`config.mk`:
```
export PLATFORM = sky130hd
export DESIGN_NAME = mem_fill_arbiter
export DESIGN_NICKNAME = d
export VERILOG_FILES = /design/src/rtl/mem_fill_arbiter.sv
export SDC_FILE = /design/constraint.sdc
export NUM_CORES = 1
export LEC_CHECK = 0
export ABC_AREA = 1
export CORE_MARGIN = 4
export CORE_UTILIZATION = 35
export DETAILED_ROUTE_END_ITERATION = 8
export PLACE_DENSITY = 0.87
export SLEW_MARGIN = 20
export SYNTH_ARGS = -nofsm -noshare
export SYNTH_HDL_FRONTEND = slang
export SYNTH_SLANG_ARGS = --single-unit
export TNS_END_PERCENT = 20
```
`constraint.sdc`:
```
create_clock -name clk -period 2.4 [get_ports clk]
set_input_delay 0.48 -clock clk [delete_from_list [all_inputs] [get_ports clk]]
set_output_delay 0.48 -clock clk [all_outputs]
set_load 0.02 [all_outputs]
```
`src/rtl/mem_fill_arbiter.sv`:
```
`default_nettype none
// ============================================================================
//  Module   : mem_fill_arbiter
//  Purpose  : Shares one pipelined main memory between the I-cache miss
//             handler and the D-cache miss / write-through path. Grants one
//             requester at a time, sequences BLOCK_WORDS back-to-back word
//             reads per miss, steers returning data into the granted cache,
//             pulses a fill-done strobe, and passes D-cache stores to memory
//             while idle.
//  Ports    : clk, rst_n (async, active-low)
//             ic_miss/ic_miss_addr, dc_miss/dc_miss_addr   miss requests
//             dc_wr/dc_wr_addr/dc_wr_data, dc_wr_ack        write-through
//             mem_en/mem_wr/mem_addr/mem_wdata              memory request
//             mem_rdata/mem_rvalid                          memory return
//             ic_fill_we/dc_fill_we/fill_idx/fill_data      cache fill port
//             ic_fill_done/dc_fill_done                     completion pulses
//             ic_busy/dc_busy                               stall indicators
//  Revision : 1.0  initial release
// ============================================================================
module mem_fill_arbiter #(
   parameter int BLOCK_WORDS = 8,
   parameter int ADDR_W      = 16
) (
   input  logic                           clk,
   input  logic                           rst_n,
   input  logic                           ic_miss,
   input  logic [ADDR_W-1:0]              ic_miss_addr,
   input  logic                           dc_miss,
   input  logic [ADDR_W-1:0]              dc_miss_addr,
   input  logic                           dc_wr,
   input  logic [ADDR_W-1:0]              dc_wr_addr,
   input  logic [15:0]                    dc_wr_data,
   output logic                           mem_en,
   output logic                           mem_wr,
   output logic [ADDR_W-1:0]              mem_addr,
   output logic [15:0]                    mem_wdata,
   input  logic [15:0]                    mem_rdata,
   input  logic                           mem_rvalid,
   output logic                           ic_fill_we,
   output logic                           dc_fill_we,
   output logic [$clog2(BLOCK_WORDS)-1:0] fill_idx,
   output logic [15:0]                    fill_data,
   output logic                           ic_fill_done,
   output logic                           dc_fill_done,
   output logic                           dc_wr_ack,
   output logic                           ic_busy,
   output logic                           dc_busy
);

   localparam int IDX_W = $clog2(BLOCK_WORDS);
   localparam int OFF_W = IDX_W + 1;              // byte-offset bits in a block
   localparam int CNT_W = IDX_W + 1;              // counters must reach BLOCK_WORDS

   localparam logic [CNT_W-1:0]  BLOCK_CNT  = CNT_W'(BLOCK_WORDS);
   localparam logic [CNT_W-1:0]  LAST_RCV   = CNT_W'(BLOCK_WORDS - 1);
   localparam logic [ADDR_W-1:0] ALIGN_MASK = ~(ADDR_W'((1 << OFF_W) - 1));

   typedef enum logic [2:0] {
      IDLE   = 3'd0,
      I_FILL = 3'd1,
      D_FILL = 3'd2,
      I_DONE = 3'd3,
      D_DONE = 3'd4
   } state_t;

   state_t              state, state_nxt;
   logic [CNT_W-1:0]    issue_cnt, issue_nxt;
   logic [CNT_W-1:0]    rcv_cnt, rcv_nxt;
   logic [ADDR_W-1:0]   base, base_nxt;
   logic [ADDR_W-1:0]   word_off;
   logic                is_d;

   // Byte offset of the word being issued; the block is aligned so plain
   // addition never carries across the block boundary.
   assign word_off = ADDR_W'({issue_cnt[IDX_W-1:0], 1'b0});
   assign is_d     = (state == D_FILL);

   always_ff @(posedge clk or negedge rst_n) begin
      if (!rst_n) begin
         state     <= IDLE;
         issue_cnt <= '0;
         rcv_cnt   <= '0;
         base      <= '0;
      end else begin
         state     <= state_nxt;
         issue_cnt <= issue_nxt;
         rcv_cnt   <= rcv_nxt;
         base      <= base_nxt;
      end
   end

   always_comb begin
      state_nxt    = state;
      issue_nxt    = issue_cnt;
      rcv_nxt      = rcv_cnt;
      base_nxt     = base;
      mem_en       = 1'b0;
      mem_wr       = 1'b0;
      mem_addr     = '0;
      mem_wdata    = '0;
      ic_fill_we   = 1'b0;
      dc_fill_we   = 1'b0;
      fill_idx     = '0;
      fill_data    = '0;
      ic_fill_done = 1'b0;
      dc_fill_done = 1'b0;
      dc_wr_ack    = 1'b0;
      ic_busy      = 1'b0;
      dc_busy      = 1'b0;

      // Combinational outputs are forced low while reset is asserted so the
      // whole output bundle goes quiet asynchronously, including the
      // idle-state store path and the read-data passthrough.
      if (rst_n) begin
         fill_idx  = rcv_cnt[IDX_W-1:0];
         fill_data = mem_rdata;

         case (state)
            IDLE: begin
               if (dc_wr) begin
                  mem_en    = 1'b1;
                  mem_wr    = 1'b1;
                  mem_addr  = dc_wr_addr;
                  mem_wdata = dc_wr_data;
                  dc_wr_ack = 1'b1;
               end else if (dc_miss) begin
                  base_nxt  = dc_miss_addr & ALIGN_MASK;
                  state_nxt = D_FILL;
               end else if (ic_miss) begin
                  base_nxt  = ic_miss_addr & ALIGN_MASK;
                  state_nxt = I_FILL;
               end
            end

            I_FILL, D_FILL: begin
               dc_busy = is_d;
               ic_busy = !is_d;

               // Issue side runs freely; it does not wait on returns.
               if (issue_cnt < BLOCK_CNT) begin
                  mem_en    = 1'b1;
                  mem_addr  = base + word_off;
                  issue_nxt = issue_cnt + CNT_W'(1);
               end

               // Receive side is driven purely by mem_rvalid.
               if (mem_rvalid) begin
                  dc_fill_we = is_d;
                  ic_fill_we = !is_d;
                  if (rcv_cnt == LAST_RCV) begin
                     state_nxt = is_d ? D_DONE : I_DONE;
                     issue_nxt = '0;
                     rcv_nxt   = '0;
                  end else begin
                     rcv_nxt = rcv_cnt + CNT_W'(1);
                  end
               end
            end

            I_DONE: begin
               ic_busy      = 1'b1;
               ic_fill_done = 1'b1;
               state_nxt    = IDLE;
            end

            D_DONE: begin
               dc_busy      = 1'b1;
               dc_fill_done = 1'b1;
               state_nxt    = IDLE;
            end

            default: state_nxt = IDLE;
         endcase
      end
   end

endmodule
`default_nettype wire

```
==> results of run 1 <==
[area by class of cell]
type	instances	area, um^2	area share (%)
flip-flops and latches	23	575.6	17.00
clock inverters	1	5.005	0.1478
well taps	70	87.58	2.587
repair buffers	150	1408	41.57
inverters	63	236.5	6.984
multi-input cells	215	1032	30.49
clock buffers	3	41.29	1.220
[critical path, cell delays in order]
cell and delay, ns:
sky130_fd_sc_hd__buf_2 0.23, sky130_fd_sc_hd__inv_1 0.20, sky130_fd_sc_hd__nor4_1 0.28, sky130_fd_sc_hd__clkdlybuf4s50_1 0.64
[layer usage]
metal / up-vias / GRT usage (%) / share of wire (%)
li1: 1229 / - / -
met1: 1070 / 18.10 / 35
met2: 129 / 35.02 / 49
met3: 4 / 7.050 / 15
met4: 0 / 3.488 / 0.69
met5: - / 0 / 0
[layout by cell type, fill, tap and decap left out, drive strengths merged]
cell and count:
nand3b 1, clkdlybuf4s50 101, clkbuf 17, or2 1, nor3 2, inv 62
nand2 113, nand4 1, buf 14, clkinv 2, clkdlybuf4s15 2, dfrtp 23
nor4 1, o21ai 23, ha 3, nor2 25, dlygate4sd2 19, a21oi 18
nand3 26, xnor2 1
[registers in the layout, indices dropped and copies added, names as in the netlist]
| register | cells |
|---|---|
| issue_cnt | 4 |
| state | 3 |
| rcv_cnt | 4 |
| base | 12 |
[kinds of logic (layout without fill, tap and decap cells)]
group,count (synthesis),after routing
adder cells (fa/ha/maj),3,3
AND/OR/NAND/NOR,170,170
XOR/XNOR,1,1
AO/OA/AOI/OAI,41,41
flip-flops,23,23
buffers and inverters,78,217
[final timing paths]
check | end | slack [ns] | cells after the start
setup / recovery | ic_fill_done | 0.08 | 4
hold / removal | base[11]$_DFFE_PN0P_ | 0.06 | 1
setup reg to reg | state[0]$_DFFE_PN0P_ | 0.94 | 6
hold reg to reg | base[5]$_DFFE_PN0P_ | 0.54 | 2
max in group asynchronous | issue_cnt[3]$_DFFE_PN0P_ | 1.65 | 3
min in group clk | base[5]$_DFFE_PN0P_ | 0.54 | 2
[Yosys cell counts (2+ instances only)]
library cell and number:
sky130_fd_sc_hd__a21oi_1 18, sky130_fd_sc_hd__buf_2 2, sky130_fd_sc_hd__buf_4 3, sky130_fd_sc_hd__buf_6 3, sky130_fd_sc_hd__clkbuf_1 7, sky130_fd_sc_hd__dfrtp_1 23, sky130_fd_sc_hd__ha_1 3, sky130_fd_sc_hd__inv_1 61
sky130_fd_sc_hd__nand2_1 109, sky130_fd_sc_hd__nand2_2 3, sky130_fd_sc_hd__nand3_1 26, sky130_fd_sc_hd__nor2_1 23, sky130_fd_sc_hd__o21ai_0 9, sky130_fd_sc_hd__o21ai_1 3, sky130_fd_sc_hd__o21ai_2 11
[through the flow]
step           total power, mW  std cells  setup TNS (ns)  area (um^2)  utilization [%]
2_1_floorplan            1.685        316               0         1932                -
3_3_place_gp             2.316        521          -7.989         3428            65.46
3_5_place_dp             2.374        521          -8.484         3428            65.46
4_1_cts                  2.548        525               0         3438            65.65
5_1_grt                  2.730        525        -0.04779         3386            64.64
6_report                 2.514        525               0         3386            64.64
[power breakdown]
part	total, mW	internal [mW]	switching [mW]
Combinational	1.56	0.681	0.884
Sequential	0.706	0.561	0.145
Clock	0.244	0.116	0.128
Total	2.51	1.36	1.16
[repair_timing]
| item | CTS | global route |
|---|---|---|
| setup buffers | 0 | 0 |
| resized for setup | 38 | 28 |
| endpoints found under the setup margin | 35 | 17 |
==> impl_summary.txt, run 1 <==
----------------------------------------------------
[Floorplan]
  Width of the die ... 82.30 um
  Vertical extent of the die ... 82.30 um
  Core ar. ... 0.005238 mm^2
  Overall die area ... 0.006772 mm^2
  Initial Util ... 36.88%
  Ports placed on the boundary ... 146
  Standard-cell rows ... 26

[Clocking]
  Worst-path clk slew ... 0.09 ns
  Clk buf depth ... 2
  Hold_buf cts ... 0
  Clk Latency, worst-skew pair ... 0.27 ns
  Clock sink total ... 23
  TritonCTS Buffers ... 3
  Clock H-tree levels ... 1
  CTS tree ... done
  Buffer type at the clock tree root ... sky130_fd_sc_hd__clkbuf_8

[Synth]
  Distinct cells, synth ... 27
  Xor/xnor share of the synthesized area ... 0.4534%
  Predominant post-synthesis flop cell ... sky130_fd_sc_hd__dfrtp_1
  Flip-flop and latch count after synthesis ... 23
  Dominant combinational cell family by area after synthesis ... simple AND/OR/NAND/NOR gates
  Share of the yosys chip area belonging to registers ... 29.79%
  Mux contribution to synthesized area ... 0%
  Number of synthesized flops with an enable pin ... 0
  Average cell area after synthesis ... 6.113 um^2
  Compound-cell area share of the yosys netlist ... 12.76%
  Post-Synthesis Cells ... 316
  Post-synthesis cell type with the largest combined area ... sky130_fd_sc_hd__dfrtp_1
  Synthesis warning total ... 0
  Synthesized cell area ... 0.001932 mm^2
  Net count after synthesis ... 405
  Basic-gate share of the synthesized area counting and, or, nand and nor cells ... 38.02%
  Async S/R FF share, synth ... 100.0%
  Portion of synthesized cell area occupied by the leading cell type ... 29.79%
  Leading cell types by total area after synthesis ... sky130_fd_sc_hd__dfrtp_1 30%, sky130_fd_sc_hd__nand2_1 21%, sky130_fd_sc_hd__inv_1 12%, sky130_fd_sc_hd__nand3_1 6.7%, sky130_fd_sc_hd__o21ai_2 5.0%
  Share of synthesized cell area in full adder, half adder and majority cells ... 1.943%

[Detailed routing]
  Via-to-Cell Ratio ... 4.632
  Count of unresolved DRC violations after routing ... 0
  Total via count after detailed routing ... 2432
  DRT Wirelength ... 6252 um
  Antenna violation net count after detailed routing ... 0
  Number of violations reported at the end of detailed-routing iteration 0 ... 73
  First-pass iteration count of the detailed router ... 4
  WL/cell ... 11.91 um

[Worst setup path]
  Arrival @ worst endpoint ... 1.84 ns
  Maximum fanout along the worst path ... 9
  Launching point of the worst reg2reg path ... rcv_cnt[0]$_DFFE_PN0P_
  Required time of the critical path ... 1.92 ns
  Critical Setup Path Class ... in -> out
  Critical path origin ... rst_n
  Worst setup EP type ... output port
  Startpoint kind of the worst setup timing path ... input pin

[Timing]
  Setup repair after global routing missed its margin ... true
  Final cycle utilization of the critical path ... 96.66%
  Worst slew slack as a fraction of its limit ... 74.86%
  Slew Limit Fails ... 0
  Final setup violation count ... 0
  Hold Slack ... 0.05972 ns
  Total count of hold-check failures in the final report ... 0
  Worst Slack Setup Final ... 0.08012 ns
  Worst setup skew after layout ... 0.004749 ns
  Post-layout minimum cycle time ... 2.320 ns
  Transition time at the pin with the least slew margin ... 0.3767 ns
  Highest attainable clock frequency ... 431.1 MHz

[Layout]
  Antenna diode instance count ... 0
  Share of post-route cells with drive strength above 1 ... 11.43%
  Fill cell count ... 462
  Area growth from synthesis to final layout ... 75.26%
  Layout net count ... 545

[Global routing]
  Maximum number of pins on one net before global-route repair ... 25
  Initial antenna violation count ... 0
  Wire length of the first global-routing pass ... 9742 um
  Vias in the first global route ... 2289
  Grt ovf ... 0
  Overall track demand over capacity in global routing ... 18.09%

[Place]
  Pre-CTS worst setup slack ... -0.3333 ns
  Routability congestion estimate ... 0.8256
  Number of buffers inserted by port buffering ... 137
  Final HPWL DP ... 5369 um

[Power and ir drop]
  Reported leakage power ... 1.844 nW
  Areal power density over the cells ... 742.6 mW/mm^2
  Largest voltage drop on the vdd net ... 430.5 uV

[Min path]
  Worst hold path type ... in -> async

[Flow run]
  Max-capacitance violation count ... 0

[Run status]
  Run status ... complete, no violations

----------------------------------------------------
(Power assumes the default switching activity.)
==> run 2: changes to the inputs <==
- CORE_UTILIZATION: 35 -> 37
- PLACE_DENSITY: 0.87 -> 0.91
==> impl_summary.txt, run 2 (synthesis gave the netlist of run 1 again) <==
----------------------------------------------------
[Global routing]
  Layer with the highest usage ... met2
  Vias in the first global route ... 2279 (-0.44%)
  Maximum number of pins on one net before global-route repair ... 25 (unchanged)
  Global routing usage on met1 ... 20.33% (+2.2 points)
  Grt ovf ... 0 (unchanged)
  Initial antenna violation count ... 0 (unchanged)
  Wire length of the first global-routing pass ... 10290 um (+5.6%)
  Met2 track utilization from global routing ... 38.99% (+4.0 points)
  M3 GR Usage ... 4.709% (-2.3 points)
  Overall track demand over capacity in global routing ... 19.56% (+1.5 points)

[Worst setup path]
  Critical-path cell with the highest stage delay ... sky130_fd_sc_hd__clkdlybuf4s50_1
  Number of buffers and inverters on the critical path ... 3 (unchanged)
  Arrival @ worst endpoint ... 1.83 ns (about the same)
  Cell-by-cell listing of the critical path ... clkdlybuf4s50_1, inv_1, nor2_8, nand2_4, nor2_1, dlygate4sd2_1
  Required time of the critical path ... 1.92 ns (about the same)
  Startpoint kind of the worst setup timing path ... input pin
  Kind of cell with the highest combined delay on the critical path ... buffers and inverters
  Worst setup EP type ... output port
  Maximum fanout along the worst path ... 18 (+9)
  Maximum single-stage delay on the critical path ... 0.45 ns (-0.19 ns)
  Critical Setup Path Class ... in -> out

[Timing]
  Final cycle utilization of the critical path ... 96.45% (-0.22 points)
  Highest attainable clock frequency ... 432.0 MHz (+0.22%)
  Worst setup skew after layout ... 0.004212 ns (-0.0005366 ns)
  Slew Limit Fails ... 0 (unchanged)
  Post-route setup TNS ... 0 ns (unchanged)
  Total count of hold-check failures in the final report ... 0 (unchanged)
  Transition time at the pin with the least slew margin ... 0.3612 ns (-0.01554 ns)
  Post-layout minimum cycle time ... 2.315 ns (-0.005178 ns)
  Setup repair after global routing missed its margin ... false
  Worst slew slack as a fraction of its limit ... 75.90% (+1.0 points)
  Final setup violation count ... 0 (unchanged)

[Detailed routing]
  Count of unresolved DRC violations after routing ... 0 (unchanged)
  WL/cell ... 11.99 um (+0.67%)
  First-pass iteration count of the detailed router ... 4 (unchanged)
  DRT Wirelength ... 6330 um (+1.2%)
  Via-to-Cell Ratio ... 4.566 (-1.4%)
  Number of violations reported at the end of detailed-routing iteration 0 ... 108 (+48%)
  Total via count after detailed routing ... 2411 (-0.86%)
  Antenna violation net count after detailed routing ... 0 (unchanged)

[Clocking]
  CTS tree ... done
  Worst-path clk slew ... 0.08 ns (about the same)
  Buffer type at the clock tree root ... sky130_fd_sc_hd__clkbuf_8
  Clock H-tree levels ... 1 (unchanged)
  TritonCTS Buffers ... 3 (unchanged)
  Clk buf depth ... 2 (unchanged)
  Clock sink total ... 23 (unchanged)
  Clk Latency, worst-skew pair ... 0.26 ns (about the same)
  Hold_buf cts ... 0 (unchanged)

[Place]
  Cell area after placement ... 0.003423 mm^2 (-0.15%)
  Routability congestion estimate ... 0.8195 (-0.74%)
  Number of buffers inserted by port buffering ... 137 (unchanged)
  Number of cells after detailed placement ... 522 (+0.19%)
  Final HPWL DP ... 5435 um (+1.2%)

[Layout]
  Share of post-route cells with drive strength above 1 ... 12.23% (+0.80 points)
  Fill cell count ... 443 (-4.1%)
  Layout net count ... 548 (+0.55%)
  Area taken by flip-flops and latches ... 575.6 um^2 (unchanged)
  Post-Layout Inst Area ... 0.003413 mm^2 (+0.81%)
  Area growth from synthesis to final layout ... 76.68%
  Antenna diode instance count ... 0 (unchanged)
  Flip-flop count of the largest register after layout ... 12 (unchanged)
  Top Registers ... base: 12 flops, issue_cnt: 4 flops, rcv_cnt: 4 flops
  Most frequent cells in the layout ... 109 x sky130_fd_sc_hd__nand2_1, 99 x sky130_fd_sc_hd__clkdlybuf4s50_1, 61 x sky130_fd_sc_hd__inv_1
  Register name with the most flops ... base
  Most common library cell in the layout ignoring fill and taps ... sky130_fd_sc_hd__nand2_1
  Final instance count without filler cells ... 528 (+0.57%)
  Area of the multi-input gates ... 0.001037 mm^2 (+0.48%)

[Run status]
  Run status ... complete, no violations

[Floorplan]
  Core ar. ... 0.005075 mm^2 (-3.1%)
  Ports placed on the boundary ... 146 (unchanged)
  Overall die area ... 0.006442 mm^2 (-4.9%)
  Initial Util ... 38.07% (+1.2 points)
  Width of the die ... 80.26 um (-2.5%)
  Standard-cell rows ... 26 (unchanged)
  Vertical extent of the die ... 80.26 um (-2.5%)

[Power and ir drop]
  Reported leakage power ... 1.860 nW (+0.86%)
  Largest voltage drop on the vdd net ... 413.5 uV (-4.0%)
  Areal power density over the cells ... 742.1 mW/mm^2 (about the same)

[Flow run]
  Max-capacitance violation count ... 0 (unchanged)

[Min path]
  Worst hold path type ... in -> async

----------------------------------------------------
[run 2: through the flow]
step / util (%) / worst slack (ns) / hold slack (ns) / power [mW]
after floorplan: - / 0.2791 / 0.1844 / 1.685
final: 67.26 / 0.08530 / 0.2114 / 2.533
after detailed placement: 67.46 / -0.3634 / 0.4895 / 2.355
after global placement: 67.46 / -0.2745 / 0.4835 / 2.294
after CTS: 67.73 / -0.1472 / 0.2071 / 2.533
after global routing: 67.26 / 0.001847 / 0.2153 / 2.768
[run 2: what timing repair did]
action | CTS | global route
pin swaps | 0 | 1
setup endpoints to repair | 35 | 33
buffers inserted | 0 | 2
gates resized for setup | 37 | 46
[run 2: area by class of cell]
type	instances	area share [%]
well taps	70	2.566
multi-input cells	215	30.39
clock buffers	4	1.320
inverters	63	6.928
repair buffers	153	41.94
flip-flops and latches	23	16.86
[run 2: path summary, 6_finish.rpt]
check | from | endpoint | slack [ns] | cells after the start
hold / removal | rst_n | rcv_cnt[1]$_DFFE_PN0P_ | 0.21 | 2
min in group clk | base[5]$_DFFE_PN0P_ | base[5]$_DFFE_PN0P_ | 0.53 | 2
setup / recovery | dc_wr | mem_addr[0] | 0.09 | 6
setup reg to reg | state[0]$_DFFE_PN0P_ | state[1]$_DFFE_PN0P_ | 0.81 | 9
max in group asynchronous | rst_n | base[12]$_DFFE_PN0P_ | 1.70 | 3
hold reg to reg | base[5]$_DFFE_PN0P_ | base[5]$_DFFE_PN0P_ | 0.53 | 2
[run 2: power by group]
| part | switching, mW | internal [mW] |
|---|---|---|
| Combinational | 0.899 | 0.701 |
| Sequential | 0.137 | 0.561 |
| Clock | 0.116 | 0.118 |
| Total | 1.15 | 1.38 |
[run 2: layer usage]
layer | part of all wire, % | vias up
met5 | 0 | -
met4 | 1.2 | 0
met3 | 9.9 | 6
met2 | 53 | 97
met1 | 36 | 1073
li1 | - | 1235
==> run 3: changes to the inputs <==
- CORE_UTILIZATION: 37 -> 40
- DONT_BUFFER_PORTS: default -> 1
- PLACE_DENSITY: 0.91 -> 0.58
==> impl_summary.txt, run 3 (synthesis gave the netlist of run 1 again) <==
----------------------------------------------------
[Run status]
  Run status ... complete, no violations

[Detailed routing]
  Antenna violation net count after detailed routing ... 0 (unchanged)
  WL/cell ... 13.32 um (+11%)
  Total via count after detailed routing ... 1839 (-24%)
  Number of violations reported at the end of detailed-routing iteration 0 ... 62 (-43%)
  Via-to-Cell Ratio ... 4.930 (+8.0%)
  DRT Wirelength ... 4969 um (-22%)
  Count of unresolved DRC violations after routing ... 0 (unchanged)
  First-pass iteration count of the detailed router ... 4 (unchanged)

[Worst setup path]
  Critical Setup Path Class ... reg -> out
  Arrival @ worst endpoint ... 1.82 ns (about the same)
  Required time of the critical path ... 1.92 ns (about the same)
  R2R Setup Slk ... 0.90 ns (+0.09 ns)
  Startpoint kind of the worst setup timing path ... flip-flop
  Worst setup EP type ... output port
  Maximum fanout along the worst path ... 18 (unchanged)

[Clocking]
  Buffer type at the clock tree root ... sky130_fd_sc_hd__clkbuf_8
  Worst-path clk slew ... 0.08 ns (about the same)
  Clk buf depth ... 2 (unchanged)
  Clock H-tree levels ... 1 (unchanged)
  TritonCTS Buffers ... 3 (unchanged)
  CTS tree ... done
  Clock sink total ... 23 (unchanged)
  Clk Latency, worst-skew pair ... 0.26 ns (about the same)

[Global routing]
  Vias in the first global route ... 1729 (-24%)
  Maximum number of pins on one net before global-route repair ... 27 (+8.0%)
  Grt ovf ... 0 (unchanged)
  Overall track demand over capacity in global routing ... 16.38% (-3.2 points)
  Initial antenna violation count ... 0 (unchanged)
  Wire length of the first global-routing pass ... 8114 um (-21%)

[Floorplan]
  Vertical extent of the die ... 77.50 um (-3.4%)
  Overall die area ... 0.006005 mm^2 (-6.8%)
  Width of the die ... 77.50 um (-3.4%)
  Initial Util ... 41.17% (+3.1 points)
  Core ar. ... 0.004692 mm^2 (-7.5%)
  Standard-cell rows ... 25 (-3.8%)
  Ports placed on the boundary ... 146 (unchanged)

[Layout]
  Top Registers ... base: 12 flops, issue_cnt: 4 flops, rcv_cnt: 4 flops
  Antenna diode instance count ... 0 (unchanged)
  Layout net count ... 409 (-25%)
  Final instance count without filler cells ... 373 (-29%)
  Most common library cell in the layout ignoring fill and taps ... sky130_fd_sc_hd__nand2_1
  Area growth from synthesis to final layout ... 8.549%
  Share of post-route cells with drive strength above 1 ... 13.48% (+1.3 points)
  Register name with the most flops ... base
  Flip-flop count of the largest register after layout ... 12 (unchanged)
  Post-Layout Inst Area ... 0.002097 mm^2 (-39%)
  Most frequent cells in the layout ... 109 x sky130_fd_sc_hd__nand2_1, 61 x sky130_fd_sc_hd__inv_1, 26 x sky130_fd_sc_hd__nand3_1

[Timing]
  Final cycle utilization of the critical path ... 95.89% (-0.56 points)
  Post-layout minimum cycle time ... 2.301 ns (-0.01336 ns)
  Final setup violation count ... 0 (unchanged)
  Transition time at the pin with the least slew margin ... 0.8156 ns (+0.4544 ns)
  Worst setup skew after layout ... 0.001544 ns (-0.002668 ns)
  Total count of hold-check failures in the final report ... 0 (unchanged)
  Setup repair after global routing missed its margin ... true
  Highest attainable clock frequency ... 434.5 MHz (+0.58%)
  Worst slew slack as a fraction of its limit ... 45.57% (-30 points)
  Hold Slack ... 0.01879 ns (-0.1926 ns)
  Slew Limit Fails ... 0 (unchanged)

[Min path]
  Worst hold path type ... in -> async

[Power and ir drop]
  Reported leakage power ... 1.224 nW (-34%)
  Areal power density over the cells ... 1025 mW/mm^2 (+38%)
  Largest voltage drop on the vdd net ... 311.7 uV (-25%)
  PnR Total Power ... 2.148 mW (-15%)

[Place]
  Routability congestion estimate ... 0.7487 (-8.6%)
  Cell area after placement ... 0.002004 mm^2 (-41%)
  Number of buffers inserted by port buffering ... 0 (-100%)
  Final HPWL DP ... 3759 um (-31%)
  Number of cells after detailed placement ... 368 (-30%)

[Flow run]
  Max-capacitance violation count ... 0 (unchanged)

----------------------------------------------------
## run 3: cell count changes in the layout (fill, tap and decap cells not counted), sizes merged
cell,delta
clkinv,-1
clkdlybuf4s15,-12
dlymetal6s2s,-3
dlygate4sd2,-6
clkinvlp,+1
clkdlybuf4s50,-99
clkbuf,-16
buf,-3
## run 3: where the power goes
group          leakage, nW  internal (mW)  switching (mW)
sequential           0.288          0.561           0.151
clock               0.0228          0.118           0.123
combinational        0.913          0.389           0.805
total                 1.22           1.07            1.08
## run 3: metal layers
layer  global-route usage (%)  wire (um)
met3                    1.856        258
met4                    4.270         43
met5                        0          0
met2                    30.05       2548
met1                    20.22       2118
## run 3: worst paths after layout
kind,startpoint,endpoint,cells after the start
worst max-delay path,state[0]$_DFFE_PN0P_,mem_wdata[13],5
worst min-delay path,rst_n,base[4]$_DFFE_PN0P_,1
worst min register to register,base[9]$_DFFE_PN0P_,base[9]$_DFFE_PN0P_,2
max in group asynchronous,rst_n,rcv_cnt[3]$_DFFE_PN0P_,1
worst max register to register,state[2]$_DFFE_PN0P_,state[0]$_DFFE_PN0P_,7
min in group clk,rst_n,issue_cnt[0]$_DFFE_PN0P_,2
## run 3: layout make-up
class | count | area [um^2]
flip-flops and latches | 23 | 575.6
inverters | 63 | 240.2
multi-input cells | 215 | 1051
well taps | 54 | 67.56
clock buffers | 4 | 45.04
repair buffers | 14 | 117.6
fillers | 496 | 2595
## run 3: metrics by stage
| stage | TNS (ns) | setup WS, ns | utilization [%] |
|---|---|---|---|
| after floorplan | 0 | 0.2791 | - |
| after global placement | 0 | 0.3012 | 42.72 |
| after detailed placement | 0 | 0.2710 | 42.72 |
| after CTS | 0 | 0.05782 | 44.21 |
| after global routing | -1.352 | -0.09447 | 44.69 |
| final | 0 | 0.09866 | 44.69 |
## run 3: repair_timing
action | 4_1_cts | 5_1_grt
resized for setup | 1 | 6
hold buffers | 1 | 0
setup endpoints to repair | 5 | 25
endpoints found under the hold margin | 23 | 0
buffers inserted | 0 | 0
cloned | 0 | 0
## run 3: worst max-delay path, stage by stage (launching register included)
cell and delay [ns]:
sky130_fd_sc_hd__dfrtp_1 0.44, sky130_fd_sc_hd__nor2_4 0.15, sky130_fd_sc_hd__nand2_4 0.10, sky130_fd_sc_hd__nor2_8 0.23, sky130_fd_sc_hd__nand2_2 0.25, sky130_fd_sc_hd__nor2_1 0.38
==> variant 1: new RTL, config.mk and constraints of run 2 <==
Re-encode `state_t` (5 states) as Gray code, 3 bits wide.
--- a/src/rtl/mem_fill_arbiter.sv
+++ b/src/rtl/mem_fill_arbiter.sv
@@ -57,9 +57,9 @@
 
    typedef enum logic [2:0] {
-      IDLE   = 3'd0,
-      I_FILL = 3'd1,
-      D_FILL = 3'd2,
-      I_DONE = 3'd3,
-      D_DONE = 3'd4
+      IDLE   = 3'b000,
+      I_FILL = 3'b001,
+      D_FILL = 3'b011,
+      I_DONE = 3'b010,
+      D_DONE = 3'b110
    } state_t;
 
Behaviour: no difference found for any inputs over 10 cycles, from zero or initial values and one cycle with rst_n low; not proved beyond that.
==> variant 1 against run 2 <==
  * Die area decreased by 2.2%
  * Total power decreased by 4.6%
  * Global-route usage increased by 1.3 points
  * Final cell count decreased by 1.7%
  * Critical path depth increased by 1
  * Sequential power increased by 7.4%
  * Maximum frequency decreased by 1.9%
  * Sequential cell count unchanged
  * Routed wire length increased by 5.0%
  * Worst setup slack got worse by 0.045 ns
  * Synthesized cell count decreased by 1.3%
  * Area after synthesis decreased by 2.4%
  * Final area decreased by 3.2%
  * Largest power group unchanged
==> variant 1: results (changes against run 2) <==
Outcome: complete, no violations (unchanged)
Final-layout worst hold slack: 0.215 ns (was 0.211 ns)
Root buf cell: clkbuf_8 (unchanged)
Largest registers in the final layout: base x12, issue_cnt x4, rcv_cnt x4 (unchanged)
Largest fanout on the critical path: 10 (was 18)
Met3 track demand over resource in global routing: 0.0508 (was 0.0471)
Transition time of the tightest slew-check pin: 0.323 ns (was 0.361 ns)
Crit path DAT: 1.88 ns (was 1.83 ns)
Iteration-0 DRC count of the detailed router: 89 (was 108)
Via/cell ratio: 4.64 (was 4.57)
Total routing usage reported by global routing: 0.209 (was 0.196)
Post-layout net count: 542 (was 548)
Overall via count from detail_route: 2,407 (was 2,411)
Maximum number of pins on one net before global-route repair: 41 (was 25)
Avg Inst Size Synth: 6.04 sq um (was 6.11 sq um)
Post-Synthesis Net Count: 401 (was 405)
Most common library cells after synthesis: nand2_1 (121), inv_1 (59), dfrtp_1 (23) (was nand2_1 (109), inv_1 (61), nand3_1 (26))
Total clock buffers created by CTS: 3 (unchanged)
Routed WL: 6650 um (was 6330 um)
Number of warnings issued by yosys: 0 (unchanged)
Met1 track utilization from global routing: 0.207 (was 0.203)
Fraction of layout cells with a size suffix above 1: 0.153 (was 0.122)
Vias in the first global route: 2,320 (was 2,279)
Global Route met2 Usage: 0.418 (was 0.390)
Reg-to-reg slack, setup: 0.80 ns
Cell total after placement: 514 (was 522)
Leakage component of the power: 1.82 nW (was 1.86 nW)
# port buffers: 137 (unchanged)
Grt peak-use layer: met2 (unchanged)
Layout Skew: 0.00414 ns (was 0.00421 ns)
Global-route wire length before repair: 10,400 um (was 10,300 um)
VDD IR-drop max: 0.437 mV (was 0.414 mV)
DRC violation count after routing: 0 (unchanged)
Leading post-synthesis cells by cell area: dfrtp_1 (31%), nand2_1 (24%), inv_1 (12%) (was dfrtp_1 (30%), nand2_1 (21%), inv_1 (12%))
Seq/Total Area, Yosys: 0.305 (was 0.298)
Number of fillers in the final layout: 416 (was 443)
Detailed Place HPWL: 5550 um (was 5440 um)
Routability cong.: 0.764 (was 0.820)
==> variant 1: changes by cell type after synthesis, moves of 3 or more <==
cell / change
nand3_1: -17
nor2_1: -4
nor2_4: +3
o21ai_0: +7
o21ai_2: -11
nor2_2: +8
nand2_1: +12
==> variant 1: worst max-delay path, cell delays in order <==
cell,delay [ns]
clkdlybuf4s50_1,0.45
inv_1,0.06
nor3_4,0.21
buf_6,0.18
nand2_1,0.06
a21oi_1,0.14
clkdlybuf4s15_2,0.29
==> variant 1: power by group <==
part | leakage [nW] | switching [mW] | internal, mW
clock | 0.0228 | 0.123 | 0.118
combinational | 1.51 | 0.824 | 0.602
sequential | 0.285 | 0.171 | 0.580
==> variant 1: what timing repair did <==
item                                    CTS  global route
setup buffers                             1             0
endpoints found under the setup margin   36            34
resized for setup                        86            36
pin swaps                                 2             0
hold endpoints to repair                  0             0
==> variant 1: area by class of cell <==
type / instances / area share
Inverter: 64 / 0.0731
Clock buffer: 4 / 0.0136
Sequential cell: 23 / 0.175
Multi-Input combinational cell: 212 / 0.298
Tap cell: 67 / 0.0254
Timing Repair Buffer: 149 / 0.416
==> variant 1: logic make-up (layout without fill, tap and decap cells) <==
logic type	count (synthesis)	after routing	synth area share
AOI/OAI and AO/OA	37	37	0.100
xor gates and xnor gates	2	2	0.00929
adders and majority gates	3	3	0.0199
buffers and inverters	77	217	0.173
DFF	23	23	0.305
and+or+nand+nor	170	170	0.392
==> variant 1: layer usage <==
metal,routed length [um],part of all wire
met4,178,0.027
met1,2430,0.37
met2,3440,0.52
met5,0,0
met3,597,0.090
==> variant 1: worst paths after layout <==
kind | depth (start not counted) | start | end
setup / recovery | 7 | dc_wr | mem_addr[11]
hold / removal | 2 | rst_n | state[1]
setup reg to reg | 8 | state[1] | base[11]
hold reg to reg | 2 | base[8] | base[8]
max in group asynchronous | 2 | rst_n | base[12]
min in group clk | 2 | base[8] | base[8]
==> variant 1: stage by stage <==
step           utilization  area, sq um  setup slack [ns]
2_1_floorplan            -         1890             0.449
3_3_place_gp         0.697         3360            -0.355
3_5_place_dp         0.697         3360            -0.380
4_1_cts              0.711         3430           0.00206
5_1_grt              0.686         3300           -0.0582
6_report             0.686         3300            0.0401
==> variant 2: new RTL, settings of run 2 <==
Made on the original files. Change the parameter `BLOCK_WORDS` from 8 to 4.
--- a/src/rtl/mem_fill_arbiter.sv
+++ b/src/rtl/mem_fill_arbiter.sv
@@ -19,5 +19,5 @@
 // ============================================================================
 module mem_fill_arbiter #(
-   parameter int BLOCK_WORDS = 8,
+   parameter int BLOCK_WORDS = 4,
    parameter int ADDR_W      = 16
 ) (
Ports: changed (resized fill_idx); port bits go from 146 to 145. No check against the original RTL was run, so the function may have changed too.
==> variant 2 against run 2 <==
  * Area after synthesis shrank 4.5%
  * Count of clock-buffer cells in the layout shrank 1
  * Core utilization grew 2.0 points
  * Final area shrank 2.8%
  * Final cell count shrank 3.2%
  * Total power shrank 11%
  * Maximum frequency grew 0.26%
  * Synthesized cell count shrank 3.2%
  * Routed wire length shrank 1.8%
  * Combinational power shrank 21%
  * Sequential cell count shrank 1
  * Worst hold slack gained 0.062 ns
  * Worst setup slack gained 0.0061 ns
==> variant 2: results (changes against run 2) <==
Layout Skew: 0.00446 ns (was 0.00421 ns)
Leakage component of the power: 1.80 nW (was 1.86 nW)
Met1 track utilization from global routing: 0.219 (was 0.203)
Maximum number of pins on one net before global-route repair: 27 (was 25)
Transition time of the tightest slew-check pin: 0.410 ns (was 0.361 ns)
Total routing usage reported by global routing: 0.201 (was 0.196)
Category of cells accounting for the largest share of critical-path delay: buffers and inverters (unchanged)
H-tree depth: 1 (unchanged)
PostCTS Resize Cnt: 47 (was 37)
Distinct cell type count of the synthesized netlist: 24 (was 27)
Max FFs per register: 13 (was 12)
VDD IR-drop max: 0.492 mV (was 0.414 mV)
Number of fillers in the final layout: 415 (was 443)
Final-layout worst hold slack: 0.274 ns (was 0.211 ns)
Largest fanout on the critical path: 18 (unchanged)
Via/cell ratio: 4.55 (was 4.57)
Global-route wire length before repair: 10,200 um (was 10,300 um)
# port buffers: 138 (was 137)
Met3 track demand over resource in global routing: 0.0562 (was 0.0471)
Most common library cells after synthesis: nand2_1 (108), inv_1 (60), nor2_1 (25) (was nand2_1 (109), inv_1 (61), nand3_1 (26))
Post-Synthesis Net Count: 395 (was 405)
Leading post-synthesis cells by cell area: dfrtp_1 (30%), nand2_1 (22%), inv_1 (12%) (was dfrtp_1 (30%), nand2_1 (21%), inv_1 (12%))
Reg2reg start: state[0] (unchanged)
Detailed-routing iteration count for the pre-antenna-repair pass: 4 (unchanged)
Placed instance area: 3330 sq um (was 3420 sq um)
R2R cell count: 8 (was 9)
Post-layout net count: 534 (was 548)
Iteration-0 DRC count of the detailed router: 68 (was 108)
CP max stage delay: 0.47 ns (was 0.45 ns)
Fraction of layout cells with a size suffix above 1: 0.113 (was 0.122)
Detailed Place HPWL: 5260 um (was 5440 um)
Global Route met2 Usage: 0.379 (was 0.390)
Outcome: complete, no violations (unchanged)
Vias in the first global route: 2,293 (was 2,279)
Seq/Total Area, Yosys: 0.298 (about the same)
Routability cong.: 0.831 (was 0.820)
Reg-to-reg slack, setup: 0.93 ns (was 0.81 ns)
Routed WL: 6210 um (was 6330 um)
variant 2: changes by cell type after synthesis, moves of 2 or more:
cell and change:
nand3_1 -6, buf_2 +4, nor2_1 +2, o21ai_1 -2
variant 2: worst register-to-register path, delay by kind of cell, from the launching register on:
kind,cells,cell delay (ns)
simple gates,6,0.63
buf+inv,2,0.28
flops,1,0.45
variant 2: per-layer routing:
layer	vias to the layer above	routed length [um]
met5	-	0
met3	7	637
met1	1035	2450
met2	95	3060
li1	1190	-
met4	0	65
variant 2: cells by family after synthesis:
group,count (synthesis),synth area share
and+or+nand+nor,164,0.379
buffers and inverters,77,0.173
adders and majority gates,3,0.0203
DFF,22,0.298
AOI/OAI and AO/OA,40,0.129
variant 2: area by class of cell:
cell class | instances | share of cell area
tap | 67 | 0.0253
multi-input combinational | 207 | 0.296
clock inverter | 1 | 0.00905
inverter | 61 | 0.0690
clock buffer | 3 | 0.0124
timing repair buffer | 150 | 0.422
sequential | 22 | 0.166
variant 2: through the flow:
step / total power [mW] / setup slack [ns] / utilization / TNS, ns / std cells
3_3_place_gp: 1.93 / -0.301 / 0.696 / -8.50 / 507
6_report: 2.27 / 0.0914 / 0.693 / 0 / 511
2_1_floorplan: 1.40 / 0.472 / - / 0 / 306
4_1_cts: 2.30 / 0.0000511 / 0.706 / 0 / 511
5_1_grt: 2.45 / 0.0000926 / 0.693 / 0 / 511
3_5_place_dp: 1.98 / -0.313 / 0.696 / -9.39 / 507
variant 2: power breakdown:
part / switching (mW) / internal (mW)
clock: 0.129 / 0.223
combinational: 0.710 / 0.564
sequential: 0.115 / 0.527
variant 2: worst max path at each step:
stage / start / end / slack (ns)
2_1_floorplan: rst_n / ic_fill_done / 0.47
3_3_place_gp: dc_wr / mem_wdata[8] / -0.30
3_5_place_dp: dc_wr / mem_addr[8] / -0.31
4_1_cts: dc_wr / mem_addr[9] / 0.00005
5_1_grt: dc_wr / mem_wdata[7] / 0.00009
6_report: dc_wr / mem_wdata[7] / 0.09
